--- src/rtl/wb_write_arbiter.sv ---
// ---------------------------------------------------------------------------
// wb_write_arbiter
//
// Writeback arbiter and queue in front of the single register-file write
// port. Two producers (port A: ALU, port B: load/multiply unit) are merged
// into a DEPTH-entry FIFO. The FIFO retires one write per cycle, because the
// register file always accepts. A drained flag reports that, once halted,
// every pending write has landed, so a register dump can follow safely.
//
// Optional feature macro: WB_FWD_EN
//   When defined, two lookup ports report whether a register index is still
//   pending in the FIFO, and return the data of the youngest matching entry.
//   When undefined, the hit/data outputs are tied to 0 and no compare logic
//   is built.
//
// Parameters
//   XLEN   data width (matches the register file)
//   DEPTH  FIFO entries, power of 2, >= 2
//
// Ports
//   clk, rst_b                 clock, asynchronous active-low reset
//   a_valid/a_ready/a_rd/a_data  port A write request
//   b_valid/b_ready/b_rd/b_data  port B write request
//   rd_we/rd_num/rd_data       register-file write port (FIFO head)
//   halted                     stop accepting, keep draining
//   drained                    halted and FIFO empty
//   count                      current FIFO occupancy
//   rs1_num/rs2_num            forwarding lookup indices
//   rs1_fwd_hit/rs1_fwd_data   forwarding result for rs1_num
//   rs2_fwd_hit/rs2_fwd_data   forwarding result for rs2_num
// ---------------------------------------------------------------------------
module wb_write_arbiter #(
    parameter int XLEN  = 32,
    parameter int DEPTH = 4
) (
    input  logic                     clk,
    input  logic                     rst_b,
    input  logic                     a_valid,
    output logic                     a_ready,
    input  logic [4:0]               a_rd,
    input  logic [XLEN-1:0]          a_data,
    input  logic                     b_valid,
    output logic                     b_ready,
    input  logic [4:0]               b_rd,
    input  logic [XLEN-1:0]          b_data,
    output logic                     rd_we,
    output logic [4:0]               rd_num,
    output logic [XLEN-1:0]          rd_data,
    input  logic                     halted,
    output logic                     drained,
    output logic [$clog2(DEPTH):0]   count,
    input  logic [4:0]               rs1_num,
    input  logic [4:0]               rs2_num,
    output logic                     rs1_fwd_hit,
    output logic [XLEN-1:0]          rs1_fwd_data,
    output logic                     rs2_fwd_hit,
    output logic [XLEN-1:0]          rs2_fwd_data
);

    localparam int PTR_W = $clog2(DEPTH);
    localparam int CNT_W = PTR_W + 1;

    // FIFO state
    logic [PTR_W-1:0] head_reg;
    logic [PTR_W-1:0] tail_reg;
    logic [CNT_W-1:0] count_reg;
    logic [CNT_W-1:0] count_next;
    logic             last_b_reg;
    logic [4:0]       rd_mem   [DEPTH];
    logic [XLEN-1:0]  data_mem [DEPTH];

    logic             empty;
    logic             full;
    logic             grant_a;
    logic             grant_b;
    logic             accept_a;
    logic             accept_b;
    logic             accept;
    logic [4:0]       push_rd;
    logic [XLEN-1:0]  push_data;
    logic             push;
    logic             pop;

    assign empty = (count_reg == '0);
    assign full  = (count_reg == CNT_W'(DEPTH));

    // Arbitration. A lone valid port always wins; with both valid, last_b
    // decides (B when last_b is 0). With no port valid both grants stay high
    // so ready simply reflects !full && !halted.
    always_comb begin
        grant_a = 1'b1;
        grant_b = 1'b1;
        if (a_valid && b_valid) begin
            grant_a = last_b_reg;
            grant_b = !last_b_reg;
        end else if (a_valid) begin
            grant_b = 1'b0;
        end else if (b_valid) begin
            grant_a = 1'b0;
        end
    end

    // Ready ignores the same-cycle pop: a full FIFO blocks for this cycle
    // even though the head is retiring.
    assign a_ready = !full && !halted && grant_a;
    assign b_ready = !full && !halted && grant_b;

    assign accept_a = a_valid && a_ready;
    assign accept_b = b_valid && b_ready;
    assign accept   = accept_a || accept_b;

    assign push_rd   = accept_b ? b_rd   : a_rd;
    assign push_data = accept_b ? b_data : a_data;

    // Writes to x0 complete the handshake but never occupy a slot.
    assign push = accept && (push_rd != 5'd0);
    assign pop  = !empty;

    assign count_next = count_reg + CNT_W'(push) - CNT_W'(pop);

    always_ff @(posedge clk or negedge rst_b) begin
        if (!rst_b) begin
            head_reg   <= '0;
            tail_reg   <= '0;
            count_reg  <= '0;
            last_b_reg <= 1'b0;
        end else begin
            if (push) begin
                tail_reg <= tail_reg + PTR_W'(1);
            end
            if (pop) begin
                head_reg <= head_reg + PTR_W'(1);
            end
            count_reg <= count_next;
            if (accept) begin
                last_b_reg <= accept_b;
            end
        end
    end

    always_ff @(posedge clk or negedge rst_b) begin
        if (!rst_b) begin
            for (int i = 0; i < DEPTH; i++) begin
                rd_mem[i]   <= '0;
                data_mem[i] <= '0;
            end
        end else if (push) begin
            rd_mem[tail_reg]   <= push_rd;
            data_mem[tail_reg] <= push_data;
        end
    end

    // Output side: head shown combinationally, zeroed when empty.
    assign rd_we   = !empty;
    assign rd_num  = empty ? 5'd0      : rd_mem[head_reg];
    assign rd_data = empty ? {XLEN{1'b0}} : data_mem[head_reg];
    assign count   = count_reg;

    // drained is forced low while reset is held, even if halted is high.
    assign drained = rst_b && halted && empty;

`ifdef WB_FWD_EN
    // Slots listed by age: age 0 is the head (oldest), age count-1 the
    // youngest. Scanning oldest to youngest and letting later matches
    // overwrite yields the youngest matching data.
    logic [PTR_W-1:0] slot_idx  [DEPTH];
    logic             slot_live [DEPTH];

    for (genvar gi = 0; gi < DEPTH; gi++) begin : g_slot
        assign slot_idx[gi]  = head_reg + PTR_W'(gi);
        assign slot_live[gi] = (CNT_W'(gi) < count_reg);
    end

    always_comb begin
        rs1_fwd_hit  = 1'b0;
        rs1_fwd_data = '0;
        rs2_fwd_hit  = 1'b0;
        rs2_fwd_data = '0;
        for (int k = 0; k < DEPTH; k++) begin
            if (slot_live[k] && (rs1_num != 5'd0) && (rd_mem[slot_idx[k]] == rs1_num)) begin
                rs1_fwd_hit  = 1'b1;
                rs1_fwd_data = data_mem[slot_idx[k]];
            end
            if (slot_live[k] && (rs2_num != 5'd0) && (rd_mem[slot_idx[k]] == rs2_num)) begin
                rs2_fwd_hit  = 1'b1;
                rs2_fwd_data = data_mem[slot_idx[k]];
            end
        end
    end
`else
    // Lookup indices are intentionally ignored in this build.
    logic unused_fwd;
    assign unused_fwd   = ^{rs1_num, rs2_num};
    assign rs1_fwd_hit  = 1'b0;
    assign rs1_fwd_data = '0;
    assign rs2_fwd_hit  = 1'b0;
    assign rs2_fwd_data = '0;
`endif

endmodule
--- config.mk ---
export PLATFORM = sky130hd
export DESIGN_NAME = wb_write_arbiter
export DESIGN_NICKNAME = d
export VERILOG_FILES = /design/src/rtl/wb_write_arbiter.sv
export SDC_FILE = /design/constraint.sdc
export NUM_CORES = 1
export LEC_CHECK = 0
export CORE_MARGIN = 1
export CORE_UTILIZATION = 32
export CTS_CLUSTER_SIZE = 10
export DETAILED_ROUTE_END_ITERATION = 10
export PLACE_DENSITY = 0.63
export SLEW_MARGIN = 40
export SYNTH_ARGS = -nofsm -noshare
export SYNTH_HDL_FRONTEND = slang
export SYNTH_SLANG_ARGS = --single-unit
--- constraint.sdc ---
create_clock -name clk -period 3.7 [get_ports clk]
set_input_delay 0.555 -clock clk [delete_from_list [all_inputs] [get_ports clk]]
set_output_delay 0.555 -clock clk [all_outputs]
set_load 0.01 [all_outputs]
==> impl_results.md <==
- Post-CTS Setup Inserts: 0
- Seq/Total Area, Yosys: 0.446
- Relative slew slack: 0.499
- Critical Path Stages: 4
- Flop pwr share: 0.330
- Crit. Startpoint: head_reg[0]
- RSZ-0062 raised after global routing: false
- Crit-path max cell delay: 0.77 ns
- Hold crit path type: flop to flop
- Core box area: 0.0269 mm^2
- CP bufs+invs: 2
- Via count of the first global-routing pass: 5,072
- Power, Total: 0.00976 W
- Final Hold Viols: 0
- Clock power share: 0.196
- Share of post-route cells with drive strength above 1: 0.413
- Cell Rows: 60
- R2r setup slk: 0.80 ns
- Sw frac: 0.298
- DR iter-0 viols: 126
- Register-to-Register Path Depth: 9
- Clock buffer depth: 2
- Syn Area/Cell: 15.7 um^2
- First-pass GRT wire length: 29.5 mm
- CTS tree: yes
- Ports: 199
- TNS Setup: 0 ns
- CP endpoint kind: output port
- Pleak: 4.54 nW
- Antenna diode count: 0
- Final WL: 18.3 mm
- ANT nets after route: 0
- Fmax: 0.302 GHz
- Count of flip-flops with a built-in enable after synthesis: 0
- Status: finished, final reports clean
- Nets: 781
- Hpwl dp: 11.7 mm
- Total gr overflow: 0
- Area Overhead vs Synth: 21.5%
- Main synth FF type: dfrtp_1
- Inserted Clock Buffers: 17
- Vias: 4,711
- Synth warn: 0
- Die area: 0.0280 mm^2
- Largest net degree at the start of global routing: 73
- Critical path class: flop to output port
- Crit-path slowest cell: dfrtp_4
- Clk root buf: clkbuf_16
- Endpoints failing setup: 0
- Critical Path Start Type: flop
- Post-synth cell types: 35
- Pint: 0.00685 W
- FF-to-FF End: count[2]
- Yosys top cell area share: 0.446
- Family with the most delay on the worst path: buffers and inverters
- Power density over cell area: 917 mW/mm^2
- Count leader, synth: dfrtp_1
- Critical Path RT: 3.14 ns
- Die width: 167 um
- Peak VDD IR: 0.449 mV
- Initial Utilization: 0.326
- # DRC: 0
- First-pass detailed-route iteration total: 4
- Min Tclk post-route: 3.31 ns
- Met2 usage: 0.220
- Sink Count: 156
- Synthesis-stage register bit count: 156
- Async SR Flop Fraction: 1.00
- Met3 GRT Util: 0.0343
- Avg Vias per Cell: 4.54
- Initial antenna violation count: 1
- Buffers on Ports: 122
- Max FO, Critical Path: 23
- Routed len/inst: 17.6 um
- Commonest cells in the netlist: dfrtp_1, mux2_4, buf_4
- Tcrit/Tclk final: 0.895
- Clock-pin slew on the worst setup and hold paths: 0.06 ns
- Clock Latency Late Sink: 0.42 ns
- RR Startpoint: count[2]
- Max-cap viol count: 0
- Logic pwr share: 0.475
- Die Y-Extent: 167 um
- Worst-margin pin slew: 0.751 ns
- Top cell type by total area after synthesis: dfrtp_1
- Syn Std Cell Area: 0.00876 mm^2
- HP Start: data_mem[31]
- Final Skew: 0.00729 ns
- Routability Congestion: 0.715
- All-Layer GR Usage: 0.138
- Htree depth: 4
- Worst setup endpoint: rd_data[16]
- Largest register FFs: 128
- GR peak layer: met2
- Met1 usage: 0.188
- CP cell instances: buf_4 -> mux4_2 -> and2_1 -> clkdlybuf4s50_1
- Mapped Cells: 557
- Slew Limit Fails: 0
- Area contributors post-synth: dfrtp_1, mux2_4, mux4_2
- CP arrival: 2.76 ns
- P_sw: 0.00291 W
power by group through the flow:
stage | clock network [W] | registers, W | logic, W
2_1_floorplan | 0 | 0.00293 | 0.00343
3_3_place_gp | 0 | 0.00323 | 0.00463
3_5_place_dp | 0 | 0.00324 | 0.00469
4_1_cts | 0.00197 | 0.00323 | 0.00471
5_1_grt | 0.00204 | 0.00335 | 0.00497
6_report | 0.00191 | 0.00322 | 0.00463
routing by layer:
metal | up-vias | share of wire
met5 | - | 0
met4 | 0 | 0.0092
met1 | 2468 | 0.47
li1 | 2108 | -
met3 | 15 | 0.035
met2 | 120 | 0.48
area by class of cell:
| cell class | instances | area (um^2) |
|---|---|---|
| fill | 2475 | 16200 |
| inverter | 7 | 26.3 |
| clock buffer | 19 | 453 |
| tap | 341 | 427 |
| timing repair buffer | 141 | 1380 |
| clock inverter | 12 | 184 |
| multi-input combinational | 362 | 4270 |
| sequential | 156 | 3910 |
kinds of logic after synthesis:
family | Yosys count | share of synthesized area
XOR/XNOR | 5 | 0.00500
adder cells (fa/ha/maj) | 7 | 0.0109
multiplexers | 223 | 0.386
buffers and inverters | 104 | 0.0994
other | 1 | 0.000428
flip-flops | 156 | 0.446
AO/OA/AOI/OAI | 5 | 0.00371
AND/OR/NAND/NOR | 56 | 0.0490
stage by stage:
stage / instance area (um^2) / setup slack [ns] / instances / hold WS, ns / utilization
after global placement: 9980 / 0.157 / 1005 / 0.424 / 0.371
final: 10600 / 0.387 / 1038 / 0.503 / 0.396
after CTS: 10600 / 0.289 / 1038 / 0.509 / 0.396
after floorplan: 9000 / 0.878 / 622 / 0.259 / -
after global routing: 10600 / 0.203 / 1038 / 0.518 / 0.396
after detailed placement: 10000 / 0.0848 / 1006 / 0.424 / 0.372
worst min-delay path by stage:
| stage | to | cells after the start |
|---|---|---|
| floorplan | count[0] | 0 |
| global placement | data_mem[33] | 1 |
| CTS | rd_mem[7] | 1 |
| finish | data_mem[31] | 1 |
| detailed placement | data_mem[1] | 1 |
| global route | data_mem[36] | 1 |
repair_timing:
action,in CTS,in global routing
hold buffers,1,0
resized for setup,0,0
hold endpoints to repair,20,0
cell usage in the layout, fill, tap and decap left out, drive strengths merged, types with 2 or more instances in the layout:
cell type and count:
and2 37, buf 19, bufinv 4, clkbuf 19, clkdlybuf4s50 121, clkinv 3, clkinvlp 2, conb 66
dfrtp 156, ha 6, inv 10, mux2 186, mux4 37, nor2 2, nor3 3, nor4b 4
o21ai 2, or3 3, xnor2 4
Power figures use the tool's default switching activity.
